File: src/rtl/sram_serial_loader_if.sv
// Serial load stream in, SRAM write strobes and ADC bypass word out.
// Master drives the bit stream; slave (the loader) drives the write side.
// No backpressure: every bit with load_en high is consumed on that edge.
interface sram_serial_loader_if #(
   parameter int DATA_WIDTH = 16,
   parameter int ADDR_WIDTH = 12
) ();
   logic                  load_en;
   logic                  serial_in;
   logic [1:0]            sram_select;
   logic                  adc_bypass_en;
   logic                  phase_wr_en;
   logic                  coeff_wr_en;
   logic [ADDR_WIDTH-1:0] wr_addr;
   logic [DATA_WIDTH-1:0] wr_data;
   logic [DATA_WIDTH-1:0] adc_bypass_data;
   logic                  adc_bypass_valid;
   logic                  load_overflow;
   logic                  load_busy;

   modport master (
      output load_en, serial_in, sram_select, adc_bypass_en,
      input  phase_wr_en, coeff_wr_en, wr_addr, wr_data,
             adc_bypass_data, adc_bypass_valid, load_overflow, load_busy
   );

   modport slave (
      input  load_en, serial_in, sram_select, adc_bypass_en,
      output phase_wr_en, coeff_wr_en, wr_addr, wr_data,
             adc_bypass_data, adc_bypass_valid, load_overflow, load_busy
   );
endinterface

File: src/rtl/sram_serial_loader.sv
// Deserializes the LSB-first load stream into words written to phase/coeff SRAM or the ADC bypass register.
// Latency: write strobe, address and data registered, valid the cycle after the last bit of a word is sampled.
// No backpressure: one bit per clock while load_en is high; out-of-range words set a sticky overflow flag.
module sram_serial_loader #(
   parameter int DATA_WIDTH  = 16,
   parameter int ADDR_WIDTH  = 12,
   parameter int PHASE_WORDS = 1275,
   parameter int COEFF_WORDS = 4096
) (
   input  logic               clk,
   input  logic               rst,
   sram_serial_loader_if.slave bus
);
   localparam int CNT_W = (DATA_WIDTH > 1) ? $clog2(DATA_WIDTH) : 1;
   localparam logic [CNT_W-1:0] LAST_BIT = CNT_W'(DATA_WIDTH - 1);
   // One extra address bit so a full 2^ADDR_WIDTH SRAM can be detected as full instead of wrapping.
   localparam logic [ADDR_WIDTH:0] PHASE_CAP = (ADDR_WIDTH + 1)'(PHASE_WORDS);
   localparam logic [ADDR_WIDTH:0] COEFF_CAP = (ADDR_WIDTH + 1)'(COEFF_WORDS);
   localparam logic [ADDR_WIDTH:0] ADDR_ONE  = (ADDR_WIDTH + 1)'(1);

   typedef enum logic {IDLE, SHIFT} state_t;

   state_t                state;
   logic [DATA_WIDTH-2:0] shreg;      // bits received so far, newest at the top
   logic [CNT_W-1:0]      bit_cnt;
   logic [ADDR_WIDTH:0]   addr;
   logic                  tgt_bypass;
   logic [1:0]            tgt_sel;
   logic [DATA_WIDTH-1:0] word;

   // Word as it would stand if the current edge samples its final bit.
   assign word = {bus.serial_in, shreg};

   // Burst FSM, shifter, address counter and all registered outputs.
   always_ff @(posedge clk or posedge rst) begin
      if (rst) begin
         state                <= IDLE;
         shreg                <= '0;
         bit_cnt              <= '0;
         addr                 <= '0;
         tgt_bypass           <= 1'b0;
         tgt_sel              <= 2'b00;
         bus.phase_wr_en      <= 1'b0;
         bus.coeff_wr_en      <= 1'b0;
         bus.wr_addr          <= '0;
         bus.wr_data          <= '0;
         bus.adc_bypass_data  <= '0;
         bus.adc_bypass_valid <= 1'b0;
         bus.load_overflow    <= 1'b0;
         bus.load_busy        <= 1'b0;
      end else begin
         bus.phase_wr_en <= 1'b0;
         bus.coeff_wr_en <= 1'b0;
         case (state)
            IDLE: begin
               if (bus.load_en) begin
                  state         <= SHIFT;
                  bus.load_busy <= 1'b1;
                  tgt_bypass    <= bus.adc_bypass_en;
                  tgt_sel       <= bus.sram_select;
                  shreg         <= word[DATA_WIDTH-1:1];
                  bit_cnt       <= CNT_W'(1);
                  addr          <= '0;
               end
            end
            SHIFT: begin
               if (!bus.load_en) begin
                  // Any partially shifted word is simply dropped here.
                  state         <= IDLE;
                  bus.load_busy <= 1'b0;
                  bit_cnt       <= '0;
                  addr          <= '0;
               end else begin
                  shreg   <= word[DATA_WIDTH-1:1];
                  bit_cnt <= (bit_cnt == LAST_BIT) ? '0 : bit_cnt + CNT_W'(1);
                  if (bit_cnt == LAST_BIT) begin
                     if (tgt_bypass) begin
                        bus.adc_bypass_data  <= word;
                        bus.adc_bypass_valid <= 1'b1;
                     end else begin
                        case (tgt_sel)
                           2'b00: begin
                              if (addr < PHASE_CAP) begin
                                 bus.phase_wr_en <= 1'b1;
                                 bus.wr_addr     <= addr[ADDR_WIDTH-1:0];
                                 bus.wr_data     <= word;
                                 addr            <= addr + ADDR_ONE;
                              end else begin
                                 bus.load_overflow <= 1'b1;
                              end
                           end
                           2'b01: begin
                              if (addr < COEFF_CAP) begin
                                 bus.coeff_wr_en <= 1'b1;
                                 bus.wr_addr     <= addr[ADDR_WIDTH-1:0];
                                 bus.wr_data     <= word;
                                 addr            <= addr + ADDR_ONE;
                              end else begin
                                 bus.load_overflow <= 1'b1;
                              end
                           end
                           // Output SRAMs are not loadable: word is discarded.
                           default: ;
                        endcase
                     end
                  end
               end
            end
            default: state <= IDLE;
         endcase
      end
   end
endmodule
File: src/flat_wrapper.sv
// flat-port wrapper written by rule: the top's interface ports become plain ports
module sram_serial_loader_flat 
#(
   parameter int DATA_WIDTH  = 16,
   parameter int ADDR_WIDTH  = 12,
   parameter int PHASE_WORDS = 1275,
   parameter int COEFF_WORDS = 4096
)
  (clk, rst, bus_load_en, bus_serial_in, bus_sram_select, bus_adc_bypass_en, bus_phase_wr_en, bus_coeff_wr_en, bus_wr_addr, bus_wr_data, bus_adc_bypass_data, bus_adc_bypass_valid, bus_load_overflow, bus_load_busy);
  sram_serial_loader_if #(.DATA_WIDTH(DATA_WIDTH), .ADDR_WIDTH(ADDR_WIDTH)) bus_i ();
  input  logic clk;
  input  logic rst;
  input wire logic [$bits(bus_i.load_en)-1:0] bus_load_en;
  input wire logic [$bits(bus_i.serial_in)-1:0] bus_serial_in;
  input wire logic [$bits(bus_i.sram_select)-1:0] bus_sram_select;
  input wire logic [$bits(bus_i.adc_bypass_en)-1:0] bus_adc_bypass_en;
  output wire logic [$bits(bus_i.phase_wr_en)-1:0] bus_phase_wr_en;
  output wire logic [$bits(bus_i.coeff_wr_en)-1:0] bus_coeff_wr_en;
  output wire logic [$bits(bus_i.wr_addr)-1:0] bus_wr_addr;
  output wire logic [$bits(bus_i.wr_data)-1:0] bus_wr_data;
  output wire logic [$bits(bus_i.adc_bypass_data)-1:0] bus_adc_bypass_data;
  output wire logic [$bits(bus_i.adc_bypass_valid)-1:0] bus_adc_bypass_valid;
  output wire logic [$bits(bus_i.load_overflow)-1:0] bus_load_overflow;
  output wire logic [$bits(bus_i.load_busy)-1:0] bus_load_busy;
  assign bus_i.load_en = bus_load_en;
  assign bus_i.serial_in = bus_serial_in;
  assign bus_i.sram_select = bus_sram_select;
  assign bus_i.adc_bypass_en = bus_adc_bypass_en;
  assign bus_phase_wr_en = bus_i.phase_wr_en;
  assign bus_coeff_wr_en = bus_i.coeff_wr_en;
  assign bus_wr_addr = bus_i.wr_addr;
  assign bus_wr_data = bus_i.wr_data;
  assign bus_adc_bypass_data = bus_i.adc_bypass_data;
  assign bus_adc_bypass_valid = bus_i.adc_bypass_valid;
  assign bus_load_overflow = bus_i.load_overflow;
  assign bus_load_busy = bus_i.load_busy;
  sram_serial_loader #(.DATA_WIDTH(DATA_WIDTH), .ADDR_WIDTH(ADDR_WIDTH), .PHASE_WORDS(PHASE_WORDS), .COEFF_WORDS(COEFF_WORDS)) u_core (.clk(clk), .rst(rst), .bus(bus_i));
endmodule
File: config.mk
export PLATFORM = sky130hd
export DESIGN_NAME = sram_serial_loader_flat
export DESIGN_NICKNAME = d
export VERILOG_FILES = /design/src/rtl/sram_serial_loader_if.sv /design/src/rtl/sram_serial_loader.sv /design/src/flat_wrapper.sv
export SDC_FILE = /design/constraint.sdc
export NUM_CORES = 1
export LEC_CHECK = 0
export ABC_CLOCK_PERIOD_IN_PS = 5300
export CAP_MARGIN = 0
export CORE_MARGIN = 5
export CORE_UTILIZATION = 40
export DETAILED_ROUTE_END_ITERATION = 8
export PLACE_DENSITY_LB_ADDON = 0.3
export SLEW_MARGIN = 15
export SYNTH_ARGS = -nofsm -noshare
export SYNTH_HDL_FRONTEND = slang
export SYNTH_SLANG_ARGS = --single-unit
File: constraint.sdc
create_clock -name clk -period 5.3 [get_ports clk]
set_input_delay 1.06 -clock clk [delete_from_list [all_inputs] [get_ports clk]]
set_output_delay 1.06 -clock clk [all_outputs]
set_load 0.01 [all_outputs]
==> results of run 1 <==
power groups by stage:
| stage | Clock [uW] | Combinational [uW] | Sequential, uW |
|---|---|---|---|
| 3_5_place_dp | 0 | 94.6 | 761 |
| 5_1_grt | 495 | 104 | 755 |
| 2_1_floorplan | 0 | 74.1 | 741 |
| 4_1_cts | 466 | 95.1 | 748 |
| 3_3_place_gp | 0 | 91.5 | 760 |
| 6_report | 452 | 93.4 | 745 |
metal layers:
metal	GRT usage [%]	wire (microns)
met5	0	0
met4	6.66	131
met3	3.12	282
met2	22.5	3500
met1	16.4	3110
critical path, cell delays in order:
cell and delay, ns:
clkdlybuf4s50_1 1.01, nand2_1 0.45, nor2_1 0.30, nand2_1 0.48, mux2_2 0.45
worst min-delay path by stage:
| stage | end | slack, ns | cells after the start |
|---|---|---|---|
| after floorplan | u_core.bus.phase_wr_en | 0.46 | 1 |
| after global routing | u_core.bus.wr_data[10] | 0.52 | 1 |
| after global placement | u_core.bus.adc_bypass_valid | 0.47 | 1 |
| after CTS | u_core.bus.adc_bypass_valid | 0.49 | 1 |
| after detailed placement | u_core.bus.adc_bypass_valid | 0.47 | 1 |
| final | u_core.bus.adc_bypass_valid | 0.49 | 1 |
registers in the layout (all words and copies together), names as in the netlist:
| name | count |
|---|---|
| u_core.bus.adc_bypass_data | 16 |
| u_core.bus.wr_data | 16 |
| u_core.shreg | 15 |
| u_core.addr | 13 |
| u_core.bus.wr_addr | 12 |
| u_core.bit_cnt | 4 |
| u_core.tgt_sel | 2 |
| u_core.bus.adc_bypass_valid | 1 |
| u_core.bus.coeff_wr_en | 1 |
| u_core.bus.load_busy | 1 |
| u_core.bus.load_overflow | 1 |
| u_core.bus.phase_wr_en | 1 |
| u_core.state | 1 |
| u_core.tgt_bypass | 1 |
placed cells by master (no fill, tap or decap), types with 2 or more instances in the layout:
master,synthesis,routed
ha_1,4,4
nor2_1,12,12
a41o_1,2,2
clkbuf_1,3,2
nor3b_1,2,2
clkbuf_8,0,9
and3_1,3,3
and2_1,2,2
mux2_2,43,43
or3_1,2,2
nand3_1,13,13
nand2_1,22,22
a21o_1,2,2
a21oi_1,7,7
nand4_1,3,3
nor3_1,2,2
o21ai_0,7,7
mux2_1,20,20
inv_1,6,5
clkdlybuf4s50_1,0,55
clkinvlp_4,0,3
or4_1,4,4
nand2b_1,6,6
dfrtp_1,85,85
o211ai_1,5,5
logic make-up (layout without fill, tap and decap cells):
kind of cell	count (synthesis)	in the layout	share of synthesized area, %
flip-flops	85	85	58.1
adder cells (fa/ha/maj)	4	4	1.37
buffers and inverters	17	78	2.84
AND/OR/NAND/NOR	81	81	12.7
multiplexers	64	64	19.7
AO/OA/AOI/OAI	30	30	5.34
per-stage QoR:
step / instance area [sq um] / hold WS, ns / setup WS (ns)
after CTS: 4460 / 0.491 / 1.78
after floorplan: 3660 / 0.464 / 2.05
after global placement: 4270 / 0.467 / 1.47
after detailed placement: 4270 / 0.471 / 1.34
after global routing: 4460 / 0.515 / 1.50
final: 4460 / 0.488 / 1.78
cell type report:
type / instances / share of cell area [%]
clock buffers: 11 / 2.94
clock inverters: 5 / 1.37
inverters: 6 / 0.533
multi-input cells: 179 / 32.0
flip-flops and latches: 85 / 47.6
well taps: 108 / 3.03
repair buffers: 56 / 12.5
==> impl_metrics.py, run 1 <==
metrics = {
    "pwr": {
        "combPwrFrac_pct": 7.2,
        "p_sw_share_pct": 25.0,
        "p_total_uw": 1290,
        "clkPwrFrac_pct": 35.0,
        "seqPwrFrac_pct": 57.7,
        "ir_worst_vdd_mv": 0.220,
        "p_per_area_mw_per_mm2": 289,
        "switchingPower_uw": 323,
        "p_leak_uw": 0.00208,
        "p_int_uw": 968,
    },
    "yosys": {
        "syn-num-nets": 292,
        "syn-cell-area_sq_mm": 0.00366,
        "synth-seq-cells": 85,
        "async_flop_share_pct": 100,
        "syn_inst": 281,
        "ys_seq_area_share_pct": 58.1,
        "synthTopCellsByArea": "dfrtp_1 (58%), mux2_2 (13%), mux2_1 (6.2%)",
        "avgSynthCellArea_sq_um": 13.0,
        "yosysTopAreaCell": "dfrtp_1",
        "synth_most_common_cell": "dfrtp_1",
        "synthFlopType": "dfrtp_1",
        "synth_edf_count": 0,
        "synthTopCellsByCount": "dfrtp_1 (85), mux2_2 (43), nand2_1 (22)",
        "yosysTopAreaCellShare_pct": 58.1,
        "ys_warn_count": 0,
        "synth_cell_types": 43,
    },
    "drt": {
        "route.final.wire_length_mm": 7.02,
        "drt_pass1_iterations": 4,
        "routedWlPerCell_microns": 15.6,
        "drc": 0,
        "drtIter0Drc": 82,
        "vias": 2422,
        "antenna_left": 0,
        "avgViaCountPerCell": 5.38,
    },
    "critical_path": {
        "cp.arrival_ns": 3.76,
        "reg2regPathDepth": 6,
        "cp_data_required_time_ns": 5.53,
        "worstReg2RegEnd": "u_core.bus.wr_addr[11]",
        "cp-end-kind": "flop",
        "crit_type": "input pin to flop",
        "cp-endpoint": "u_core.bus.adc_bypass_data[8]",
        "crit_fanout": 21,
        "r2r_start": "u_core.bit_cnt[0]",
        "critPathLaunch": "bus_load_en",
        "crit_path_start_kind": "input pin",
        "r2r_slack_ns": 2.61,
    },
    "clock_network": {
        "clkTransAtPathRegs_ns": 0.08,
        "ctsHoldBuffers": 0,
        "tritoncts": "yes",
        "clk_latency_ns": 0.35,
        "cts_sinks": 85,
        "htree_levels": 3,
        "clock-root-buffer": "clkbuf_8",
        "postCtsSetupBuffers": 0,
        "cts_resized": 0,
        "cts.path.max_buffers": 2,
        "cts_buffers": 9,
    },
    "min_path": {
        "worstHoldStart": "u_core.bus.adc_bypass_valid",
        "hp-class": "flop to flop",
    },
    "grt": {
        "grt_pass1_vias": 2492,
        "grt_start_max_net_pins": 44,
        "grt_overflow": 0,
        "antenna_found_initial": 0,
        "grt_usage_pct": 13.5,
        "grt_pass1_wl_mm": 12.1,
    },
    "placed_design": {
        "place_hpwl_mm": 4.81,
        "io_buffers": 55,
        "place_inst": 434,
        "gp_congestion": 0.831,
    },
    "timing": {
        "tightest_slew_ns": 0.830,
        "maxSlewViolCount": 0,
        "hold_viol": 0,
        "slew_headroom_pct": 44.5,
        "rsz0062_at_grt": "false",
        "period_needed_ns": 3.52,
        "max_freq_mhz": 284,
        "skew_ns": 0.0131,
        "timing.final.crit_share_pct": 66.5,
        "finalSetupViolations": 0,
        "tns_ns": 0,
    },
    "finish": {
        "multiInputGateArea_sq_mm": 0.00143,
        "n_fill_cell": 770,
        "n_antenna_cell": 0,
        "regArea_sq_mm": 0.00213,
        "final_core_util_pct": 50.7,
        "instances_no_fill": 450,
        "nets": 348,
        "synthToLayoutAreaGrowth_pct": 22.0,
        "drive_above_1_share_pct": 19.3,
    },
    "floorplan": {
        "coreArea_sq_mm": 0.00881,
        "rows": 34,
        "initial_core_util_pct": 41.5,
        "die_x_microns": 106,
        "die_y_microns": 106,
        "fp.dieArea_sq_mm": 0.0112,
        "pin_count": 56,
    },
    "flow_run": {
        "cap_violations": 0,
    },
    "run_status": {
        "status": "complete, no violations",
    },
}
Note: power is estimated with default switching activity, not from simulation.
==> inputs of run 2 (changes only) <==
ABC_CLOCK_PERIOD_IN_PS = 3000   (was 5300)
clock period = 3 ns   (was 5.3 ns; I/O delays follow)
==> run 2 against run 1 <==
Compared with the run above: largest cell class unchanged; count of clock-buffer cells in the layout up 1; highest routed layer unchanged; first-iteration DRC count is 30% higher; critical path depth increased by 2; cell count grew 1.6%; critical endpoint is now u_core.bus.wr_addr[6].
==> impl_metrics.py, run 2 (synthesis gave the netlist of run 1 again) <==
metrics = {
    "floorplan": {
        "fp.dieArea_sq_mm": 0.0112,
        "pin_count": 56,
        "die_y_microns": 106,
        "initial_core_util_pct": 41.5,
        "rows": 34,
        "coreArea_sq_mm": 0.00881,
        "die_x_microns": 106,
    },
    "flow_run": {
        "cap_violations": 0,
    },
    "timing": {
        "max_freq_mhz": 419,
        "period_needed_ns": 2.39,
        "finalSetupViolations": 0,
        "tns_ns": 0,
        "timing.final.crit_share_pct": 79.6,
        "slew_headroom_pct": 57.9,
        "skew_ns": 0.00615,
        "setup_slack_ns": 0.611,
        "maxSlewViolCount": 0,
        "hold_viol": 0,
        "tightest_slew_ns": 0.629,
        "rsz0062_at_grt": "false",
    },
    "min_path": {
        "hp-class": "flop to flop",
    },
    "placed_design": {
        "place_inst": 441,
        "io_buffers": 55,
        "place_area_sq_mm": 0.00435,
        "place_hpwl_mm": 5.23,
        "pre_cts_ws_ns": 0.495,
        "gp_congestion": 0.868,
    },
    "clock_network": {
        "postCtsSetupBuffers": 0,
        "cts.path.max_buffers": 2,
        "cts_buffers": 9,
        "htree_levels": 3,
        "clk_latency_ns": 0.35,
        "clock-root-buffer": "clkbuf_8",
        "ctsHoldBuffers": 0,
        "clkTransAtPathRegs_ns": 0.08,
        "cts_resized": 0,
        "tritoncts": "yes",
        "cts_sinks": 85,
    },
    "drt": {
        "route.final.wire_length_mm": 7.33,
        "drc": 0,
        "vias": 2458,
        "antenna_left": 0,
        "routedWlPerCell_microns": 16.0,
        "drtIter0Drc": 107,
        "avgViaCountPerCell": 5.38,
        "drt_pass1_iterations": 4,
    },
    "grt": {
        "grt_overflow": 0,
        "use_met3_pct": 4.52,
        "grt_start_max_net_pins": 39,
        "grt_busiest_layer": "met2",
        "grt_usage_pct": 14.4,
        "grt_pass1_wl_mm": 13.0,
        "met2_usage_pct": 23.7,
        "grt_pass1_vias": 2674,
        "grt_use_met1_pct": 17.2,
        "antenna_found_initial": 0,
    },
    "finish": {
        "n_antenna_cell": 0,
        "synthToLayoutAreaGrowth_pct": 24.9,
        "n_fill_cell": 736,
        "final_cell_mix": "dfrtp_1 (85), clkdlybuf4s50_1 (55), mux2_2 (43)",
        "drive_above_1_share_pct": 21.5,
        "nets": 355,
        "regArea_sq_mm": 0.00213,
        "final_common_cell": "dfrtp_1",
        "final_cell_area_sq_mm": 0.00457,
        "instances_no_fill": 457,
        "multiInputGateArea_sq_mm": 0.00143,
        "largest_registers": "u_core.bus.adc_bypass_data (16), u_core.bus.wr_data (16), u_core.shreg (15)",
    },
    "pwr": {
        "switchingPower_uw": 562,
        "clkPwrFrac_pct": 36.6,
        "seqPwrFrac_pct": 56.1,
        "p_sw_share_pct": 24.0,
        "p_leak_uw": 0.00214,
        "combPwrFrac_pct": 7.3,
        "ir_worst_vdd_mv": 0.267,
        "p_per_area_mw_per_mm2": 513,
        "p_total_uw": 2350,
        "p_int_uw": 1780,
    },
    "critical_path": {
        "crit_path_start_kind": "flop",
        "cp_data_required_time_ns": 3.23,
        "crit_type": "flop to flop",
        "cp.arrival_ns": 2.62,
        "crit_fanout": 22,
        "cp-end-kind": "flop",
    },
    "run_status": {
        "status": "complete, no violations",
    },
}
## run 2: cell count changes in the layout (fill, tap and decap cells not counted)
| cell | before | now |
|---|---|---|
| clkinv_4 | 1 | 2 |
| buf_12 | 0 | 2 |
| clkbuf_1 | 2 | 0 |
| clkbuf_8 | 9 | 12 |
| clkinvlp_4 | 3 | 1 |
| buf_4 | 1 | 6 |
## run 2: worst paths after layout
path	from	end	slack [ns]	cells past startpoint
max	u_core.bit_cnt[0]	u_core.bus.wr_addr[6]	0.61	7
min	u_core.bus.adc_bypass_valid	u_core.bus.adc_bypass_valid	0.47	1
max reg2reg	u_core.bit_cnt[0]	u_core.bus.wr_addr[6]	0.61	7
min reg2reg	u_core.bus.adc_bypass_valid	u_core.bus.adc_bypass_valid	0.47	1
max in group asynchronous	rst	u_core.bus.wr_data[13]	1.75	3
min in group asynchronous	rst	u_core.bus.wr_data[8]	0.59	2
## run 2: area by class of cell
class	instances	area share [%]
sequential	85	46.5
multi-input combinational	179	31.2
timing repair buffer	63	13.9
clock buffer	12	3.61
tap	108	2.96
clock inverter	4	1.20
inverter	6	0.520
## run 2: per-layer routing
| layer | up-vias | share of wire [%] |
|---|---|---|
| li1 | 1139 | - |
| met1 | 1249 | 42 |
| met2 | 62 | 51 |
| met3 | 8 | 5.8 |
| met4 | 0 | 1.4 |
| met5 | - | 0 |
## run 2: critical path, cell delays in order, from the launching register on
cell and delay (ns):
dfrtp_1 0.42, ha_1 0.25, nand3_2 0.13, nand3b_4 0.18
or3_1 0.49, nor2_8 0.24, buf_12 0.21, mux2_2 0.35
## run 2: per-stage QoR
| step | utilization (%) | hold slack, ns |
|---|---|---|
| after floorplan | - | 0.464 |
| after global routing | 51.9 | 0.503 |
| after CTS | 51.9 | 0.480 |
| after detailed placement | 49.4 | 0.460 |
| final | 51.9 | 0.472 |
| after global placement | 49.4 | 0.452 |
## run 2: power groups by stage
stage | registers [uW] | clock network (uW) | logic, uW
after floorplan | 1310 | 0 | 131
after global placement | 1340 | 0 | 167
after detailed placement | 1340 | 0 | 174
after CTS | 1320 | 879 | 176
after global routing | 1330 | 935 | 193
final | 1320 | 858 | 171
